### src/rtl/div_pkg.sv
// Shared types and sizes for the div_ctrl signed divide sequencer.
// FIX_R exists only when DIV_REMAINDER_EN is defined.
package div_pkg;

  localparam int DIV_W     = 32;
  localparam int DIV_CNT_W = 5;
  localparam int DIV_ITERS = 32;

  typedef enum logic [2:0] {
    IDLE,
    ABS_A,
    ABS_B,
    ITER,
    FIXUP,
`ifdef DIV_REMAINDER_EN
    FIX_R,
`endif
    DONE
  } div_state_t;

endpackage

### src/rtl/div_iter_counter.sv
// Iteration down-counter for div_ctrl: parallel load, count enable and
// a terminal-count flag that is high while the count is zero.
module div_iter_counter
  import div_pkg::*;
#(
  parameter int W = DIV_CNT_W
) (
  input  logic         clock_i,
  input  logic         reset_i,
  input  logic         load_i,
  input  logic [W-1:0] load_val_i,
  input  logic         en_i,
  output logic         tc_o
);

  logic [W-1:0] cnt_q, cnt_d;

  always_comb begin
    cnt_d = cnt_q;
    if (load_i) begin
      cnt_d = load_val_i;
    end else if (en_i) begin
      cnt_d = cnt_q - W'(1);
    end
  end

  always_ff @(posedge clock_i or posedge reset_i) begin
    if (reset_i) begin
      cnt_q <= '0;
    end else begin
      cnt_q <= cnt_d;
    end
  end

  assign tc_o = (cnt_q == '0);

endmodule

### src/rtl/div_ctrl.sv
// Multi-cycle signed restoring divider sequencer driving a shared add/sub ALU.
// Define DIV_REMAINDER_EN to add the data_remainder port and the FIX_R state.
//
// state | meaning
// IDLE  | waiting for ctrl_DIV
// ABS_A | ALU forms 0 - A, latch |A| as the initial quotient shift register
// ABS_B | ALU forms 0 - B, latch |B| as divisor; divide-by-zero exits to DONE
// ITER  | one restoring step per cycle, 32 cycles
// FIXUP | apply quotient sign via ALU negate
// FIX_R | apply remainder sign (dividend sign) via ALU negate
// DONE  | one-cycle data_resultRDY pulse
module div_ctrl
  import div_pkg::*;
#(
  parameter int WIDTH = DIV_W
) (
  input  logic             clock,
  input  logic             reset,
  input  logic             ctrl_DIV,
  input  logic [WIDTH-1:0] data_operandA,
  input  logic [WIDTH-1:0] data_operandB,
  output logic [WIDTH-1:0] alu_opA,
  output logic [WIDTH-1:0] alu_opB,
  output logic             alu_sub,
  input  logic [WIDTH-1:0] alu_result,
  input  logic             alu_cout,
  output logic [WIDTH-1:0] data_result,
  output logic             data_exception,
  output logic             data_resultRDY
`ifdef DIV_REMAINDER_EN
  ,
  output logic [WIDTH-1:0] data_remainder
`endif
);

  div_state_t       state_q, state_d;
  logic [WIDTH-1:0] a_q, a_d;
  logic [WIDTH-1:0] b_q, b_d;
  logic [WIDTH-1:0] r_q, r_d;
  logic [WIDTH-1:0] q_q, q_d;
  logic [WIDTH-1:0] d_q, d_d;
  logic [WIDTH-1:0] result_q, result_d;
  logic             exc_q, exc_d;
  logic             sign_quo_q, sign_quo_d;
`ifdef DIV_REMAINDER_EN
  logic             sign_rem_q, sign_rem_d;
  logic [WIDTH-1:0] rem_q, rem_d;
`endif

  logic             cnt_load, cnt_en, cnt_tc;
  logic [WIDTH-1:0] r_shift;

  div_iter_counter #(.W(DIV_CNT_W)) u_iter_cnt (
    .clock_i    (clock),
    .reset_i    (reset),
    .load_i     (cnt_load),
    .load_val_i (DIV_CNT_W'(DIV_ITERS - 1)),
    .en_i       (cnt_en),
    .tc_o       (cnt_tc)
  );

  always_comb begin
    state_d    = state_q;
    a_d        = a_q;
    b_d        = b_q;
    r_d        = r_q;
    q_d        = q_q;
    d_d        = d_q;
    result_d   = result_q;
    exc_d      = exc_q;
    sign_quo_d = sign_quo_q;
`ifdef DIV_REMAINDER_EN
    sign_rem_d = sign_rem_q;
    rem_d      = rem_q;
`endif
    alu_opA    = '0;
    alu_opB    = '0;
    alu_sub    = 1'b0;
    cnt_load   = 1'b0;
    cnt_en     = 1'b0;
    // R stays below D <= 2^31, so its top bit is always zero and can be shifted out.
    r_shift    = {r_q[WIDTH-2:0], q_q[WIDTH-1]};

    unique case (state_q)
      IDLE: ;
      ABS_A: begin
        alu_opB = a_q;
        alu_sub = 1'b1;
        q_d     = a_q[WIDTH-1] ? alu_result : a_q;
        r_d     = '0;
        state_d = ABS_B;
      end
      ABS_B: begin
        alu_opB = b_q;
        alu_sub = 1'b1;
        d_d     = b_q[WIDTH-1] ? alu_result : b_q;
        if (b_q == '0) begin
          exc_d    = 1'b1;
          result_d = '0;
`ifdef DIV_REMAINDER_EN
          rem_d    = '0;
`endif
          state_d  = DONE;
        end else begin
          cnt_load = 1'b1;
          state_d  = ITER;
        end
      end
      ITER: begin
        alu_opA = r_shift;
        alu_opB = d_q;
        alu_sub = 1'b1;
        cnt_en  = 1'b1;
        if (alu_cout) begin
          r_d = alu_result;
          q_d = {q_q[WIDTH-2:0], 1'b1};
        end else begin
          r_d = r_shift;
          q_d = {q_q[WIDTH-2:0], 1'b0};
        end
        if (cnt_tc) begin
          state_d = FIXUP;
        end
      end
      FIXUP: begin
        alu_opB  = q_q;
        alu_sub  = 1'b1;
        result_d = sign_quo_q ? alu_result : q_q;
`ifdef DIV_REMAINDER_EN
        state_d  = FIX_R;
`else
        state_d  = DONE;
`endif
      end
`ifdef DIV_REMAINDER_EN
      FIX_R: begin
        alu_opB = r_q;
        alu_sub = 1'b1;
        rem_d   = sign_rem_q ? alu_result : r_q;
        state_d = DONE;
      end
`endif
      DONE: state_d = IDLE;
      default: state_d = IDLE;
    endcase

    // A start pulse wins in every state; an operation in flight is dropped without RDY.
    if (ctrl_DIV) begin
      a_d        = data_operandA;
      b_d        = data_operandB;
      sign_quo_d = data_operandA[WIDTH-1] ^ data_operandB[WIDTH-1];
      result_d   = '0;
      exc_d      = 1'b0;
`ifdef DIV_REMAINDER_EN
      sign_rem_d = data_operandA[WIDTH-1];
      rem_d      = '0;
`endif
      state_d    = ABS_A;
    end
  end

  always_ff @(posedge clock or posedge reset) begin
    if (reset) begin
      state_q    <= IDLE;
      a_q        <= '0;
      b_q        <= '0;
      r_q        <= '0;
      q_q        <= '0;
      d_q        <= '0;
      result_q   <= '0;
      exc_q      <= 1'b0;
      sign_quo_q <= 1'b0;
`ifdef DIV_REMAINDER_EN
      sign_rem_q <= 1'b0;
      rem_q      <= '0;
`endif
    end else begin
      state_q    <= state_d;
      a_q        <= a_d;
      b_q        <= b_d;
      r_q        <= r_d;
      q_q        <= q_d;
      d_q        <= d_d;
      result_q   <= result_d;
      exc_q      <= exc_d;
      sign_quo_q <= sign_quo_d;
`ifdef DIV_REMAINDER_EN
      sign_rem_q <= sign_rem_d;
      rem_q      <= rem_d;
`endif
    end
  end

  assign data_result    = result_q;
  assign data_exception = exc_q;
  assign data_resultRDY = (state_q == DONE);
`ifdef DIV_REMAINDER_EN
  assign data_remainder = rem_q;
`endif

endmodule

### config.mk
export PLATFORM = sky130hd
export DESIGN_NAME = div_ctrl
export DESIGN_NICKNAME = d
export VERILOG_FILES = /design/src/rtl/div_pkg.sv /design/src/rtl/div_iter_counter.sv /design/src/rtl/div_ctrl.sv
export SDC_FILE = /design/constraint.sdc
export NUM_CORES = 1
export LEC_CHECK = 0
export ABC_AREA = 1
export CAP_MARGIN = 20
export CORE_UTILIZATION = 30
export DETAILED_ROUTE_END_ITERATION = 10
export GPL_ROUTABILITY_DRIVEN = 1
export PLACE_DENSITY = 0.53
export SLEW_MARGIN = 25
export SYNTH_ARGS = -nofsm -noshare
export SYNTH_HDL_FRONTEND = slang
export SYNTH_SLANG_ARGS = --single-unit
export TNS_END_PERCENT = 50
### constraint.sdc
create_clock -name clock -period 11.9 [get_ports clock]
set_clock_uncertainty 0.2 [all_clocks]
set_input_delay 1.785 -clock clock [delete_from_list [all_inputs] [get_ports clock]]
set_output_delay 1.785 -clock clock [all_outputs]
set_load 0.02 [all_outputs]
==> results.cfg <==
[logic_synthesis]
synth-edff-count = 0
synth-async-reset-ratio_pct = 100.0
synthesis.yosys.warnings = 0
postSynthRegisterBits = 201
synth.top_cells.by_area = sky130_fd_sc_hd__dfrtp_1 51%, sky130_fd_sc_hd__nand2_1 13%, sky130_fd_sc_hd__o21ai_0 5.0%, sky130_fd_sc_hd__inv_1 4.4%, sky130_fd_sc_hd__nor2_1 3.3%
syn_inst = 1223
yosysTopAreaCell = sky130_fd_sc_hd__dfrtp_1
synth_sequential_area_ratio_pct = 51.30
synth_area_um2 = 9804
postSynth.topFlopCell = sky130_fd_sc_hd__dfrtp_1
synth_cell_type_count = 29
postSynthNetCount = 1324
synth_top_area_share_pct = 51.30
avgSynthCellArea_um2 = 8.017

[floorplan]
die_x_um = 182.8
core_region_area_um2 = 31880
die_height_um = 182.8
die_area_um2 = 33410
floorplan.rows = 65
io_pins = 199
start_util_pct = 30.75

[finish]
syn2layout_area_growth_pct = 31.83
design.final.nets = 1471
n_antenna_cell = 0
layout.filler_cells = 3323
post_layout_nonfiller_instances = 1822
final_layout_size_suffix_gt1_share_pct = 5.047

[sta]
timing_max_transition_violations_final = 0
final.setup.tns_ns = 0
period_share_pct = 43.20
tightestPinTransition_ns = 0.9951
fin_worst_hold_slack_ns = 0.2826
timing.final.hold_violations = 0
setup_viol = 0
max_clock_freq_ghz = 0.1945
final_critical_path_setup_slack_ns = 6.760
period_minus_slack_ns = 5.140
grt_setup_unrepaired = no
worst_rel_slew_slack_pct = 33.50

[detailed_routing]
met3WireLength_mm = 1.815
wl_met2_mm = 16.10
detailroute.via_count = 9148
post-route-drc-count = 0
drt_iter0_markers = 566
postRouteWirelength_mm = 34.46
drt-wirelength-per-cell_um = 18.91
antenna_left = 0
vias_per_cell = 5.021
drt_first_pass_iters = 5
route.layer.met1.wl_mm = 14.90
top_layer_used_by_detailed_routing = met4

[clock_network]
max-clock-path-buffers = 3
insertion_delay_ns = 0.53
clk_transition_reported_paths_ns = 0.06
tritoncts = yes
postCtsSetupBuffers = 0
total_clock_buffers_created_by_cts = 24
htreeDepth = 1
cell_chosen_for_the_clock_root = sky130_fd_sc_hd__clkbuf_16
cts.sinks = 201
postCtsHoldBufs = 0
post_cts_resize_count = 0

[worst_setup_path]
slowest_delay_ns = 0.68
crit_path_top_delay_cell = sky130_fd_sc_hd__clkdlybuf4s50_1
critPathTopFamily = buffers and inverters
crit_start = state_q[1]$_DFFE_PP0P_
path_buf_inv = 3
critical_path.cell_chain = nor3_2, buf_4, inv_2, o221ai_1, clkdlybuf4s50_1
rr_startpoint = state_q[1]$_DFFE_PP0P_
worstSetupPathType = register to output pin
required_ns = 9.92
arrival_ns = 3.16
critPathCaptureType = output pin
timing.critical_path.fanout_max = 56
setup.worst_path.start_class = register
regToRegSetupSlack_ns = 9.05

[hold_path]
worstHoldPathType = register to register
worst_hold_startpoint = d_q[16]$_DFFE_PP0N_

[grt]
grt_pass1_wl_mm = 53.44
first_global_vias = 8978
largest_net_degree_at_the_start_of_global_routing = 133
initial_antenna_violation_count = 0
grt_util_all_layers_pct = 20.85
grt_remaining_overflow = 0

[placement]
gp_congestion = 0.8556
placement.setup.worst_slack_ns = 7.360
post-place-cells = 1778
hpwl_mm = 23.12
io_buffer_count = 198

[power_and_ir_drop]
p_leak_nw = 5.681
total_power_mw = 2.666
powerDensity_nw_per_um2 = 206.2
vdd_ir_drop_max_mv = 0.1101

[flow_run]
timing.max_cap.violations = 0

[status]
result_of_the_run = finished clean
-- metrics by stage --
step	area, um^2	util, %
6_report	12920	40.54
5_1_grt	12920	40.54
3_3_place_gp	12060	37.82
2_1_floorplan	9804	-
3_5_place_dp	12060	37.84
4_1_cts	12880	40.41
-- cells in the final DEF, fill, tap and decap left out, types with 34 or more instances in the layout --
| cell | instances |
|---|---|
| sky130_fd_sc_hd__nand2_1 | 334 |
| sky130_fd_sc_hd__dfrtp_1 | 200 |
| sky130_fd_sc_hd__clkdlybuf4s50_1 | 197 |
| sky130_fd_sc_hd__inv_1 | 115 |
| sky130_fd_sc_hd__o21ai_0 | 97 |
| sky130_fd_sc_hd__nor2_1 | 83 |
| sky130_fd_sc_hd__a21oi_1 | 58 |
| sky130_fd_sc_hd__o22ai_1 | 42 |
| sky130_fd_sc_hd__nand3_1 | 41 |
| sky130_fd_sc_hd__o21ai_1 | 36 |
| sky130_fd_sc_hd__o211ai_1 | 36 |
| sky130_fd_sc_hd__o221ai_1 | 34 |
-- logic make-up (layout without fill, tap and decap cells) --
kind of cell	Yosys count	in the layout	share of synthesized area, %
buffers and inverters	213	377	8.601
and+or+nand+nor	475	475	19.16
xor gates and xnor gates	1	1	0.08935
adders and majority gates	1	1	0.1276
DFF	201	201	51.30
AOI/OAI and AO/OA	332	332	20.73
-- per-layer routing --
metal / vias up / track usage (%)
met5: - / 0
met4: 0 / 9.367
met3: 68 / 2.641
met2: 310 / 33.60
met1: 4371 / 28.07
li1: 4399 / -
-- sequential cells by signal, indices dropped and copies added (netlist names) --
signal / count
b_q: 32
u_iter_cnt.cnt_q: 5
d_q: 32
sign_quo_q: 1
q_q: 32
data_result: 32
data_exception: 1
r_q: 31
state_q: 3
a_q: 32
-- area by class of cell --
| type | count | area [um^2] | area share, % |
|---|---|---|---|
| sequential | 201 | 5031 | 38.93 |
| multi-input combinational | 809 | 3963 | 30.66 |
| timing repair buffer | 209 | 2082 | 16.11 |
| clock buffer | 35 | 691.9 | 5.353 |
| tap | 435 | 544.3 | 4.211 |
| inverter | 125 | 484.2 | 3.746 |
| clock inverter | 8 | 128.9 | 0.9971 |
-- where the power goes --
part / internal (mW) / leakage, nW / switching (mW)
clock network: 0.468 / 0.400 / 0.294
registers: 0.860 / 2.51 / 0.125
logic: 0.333 / 2.77 / 0.585
total: 1.66 / 5.68 / 1.00
-- cells in the mapped netlist (3+ instances only) --
master / instances
sky130_fd_sc_hd__nand2_1: 335
sky130_fd_sc_hd__dfrtp_1: 201
sky130_fd_sc_hd__inv_1: 116
sky130_fd_sc_hd__o21ai_0: 97
sky130_fd_sc_hd__nor2_1: 85
sky130_fd_sc_hd__a21oi_1: 58
sky130_fd_sc_hd__clkbuf_1: 56
sky130_fd_sc_hd__o22ai_1: 42
sky130_fd_sc_hd__nand3_1: 41
sky130_fd_sc_hd__o211ai_1: 36
sky130_fd_sc_hd__o21ai_1: 36
sky130_fd_sc_hd__o221ai_1: 34
sky130_fd_sc_hd__o2111ai_1: 19
sky130_fd_sc_hd__buf_2: 14
sky130_fd_sc_hd__buf_1: 11
sky130_fd_sc_hd__inv_2: 8
sky130_fd_sc_hd__buf_4: 7
sky130_fd_sc_hd__a22oi_1: 5
sky130_fd_sc_hd__nand3b_1: 5
sky130_fd_sc_hd__nor3_1: 4
sky130_fd_sc_hd__a221oi_1: 3
-- path summary, 6_finish.rpt --
check                                 endpoint  cells after the start
setup / recovery                    alu_opB[7]                      5
hold / removal             d_q[16]$_DFFE_PP0N_                      2
setup reg to reg           r_q[25]$_DFFE_PP0P_                      6
hold reg to reg            d_q[16]$_DFFE_PP0N_                      2
max in group asynchronous  d_q[28]$_DFFE_PP0N_                      4
min in group asynchronous  r_q[16]$_DFFE_PP0P_                      2
-- worst register-to-register path: cells and delay by family, from the launching register on --
| kind | cells | cell delay, ns |
|---|---|---|
| AO/OA/AOI/OAI | 2 | 0.44 |
| AND/OR/NAND/NOR | 2 | 0.73 |
| buffers and inverters | 2 | 0.95 |
| flip-flops | 1 | 0.44 |
No activity file was read; power rests on OpenSTA's default activity.
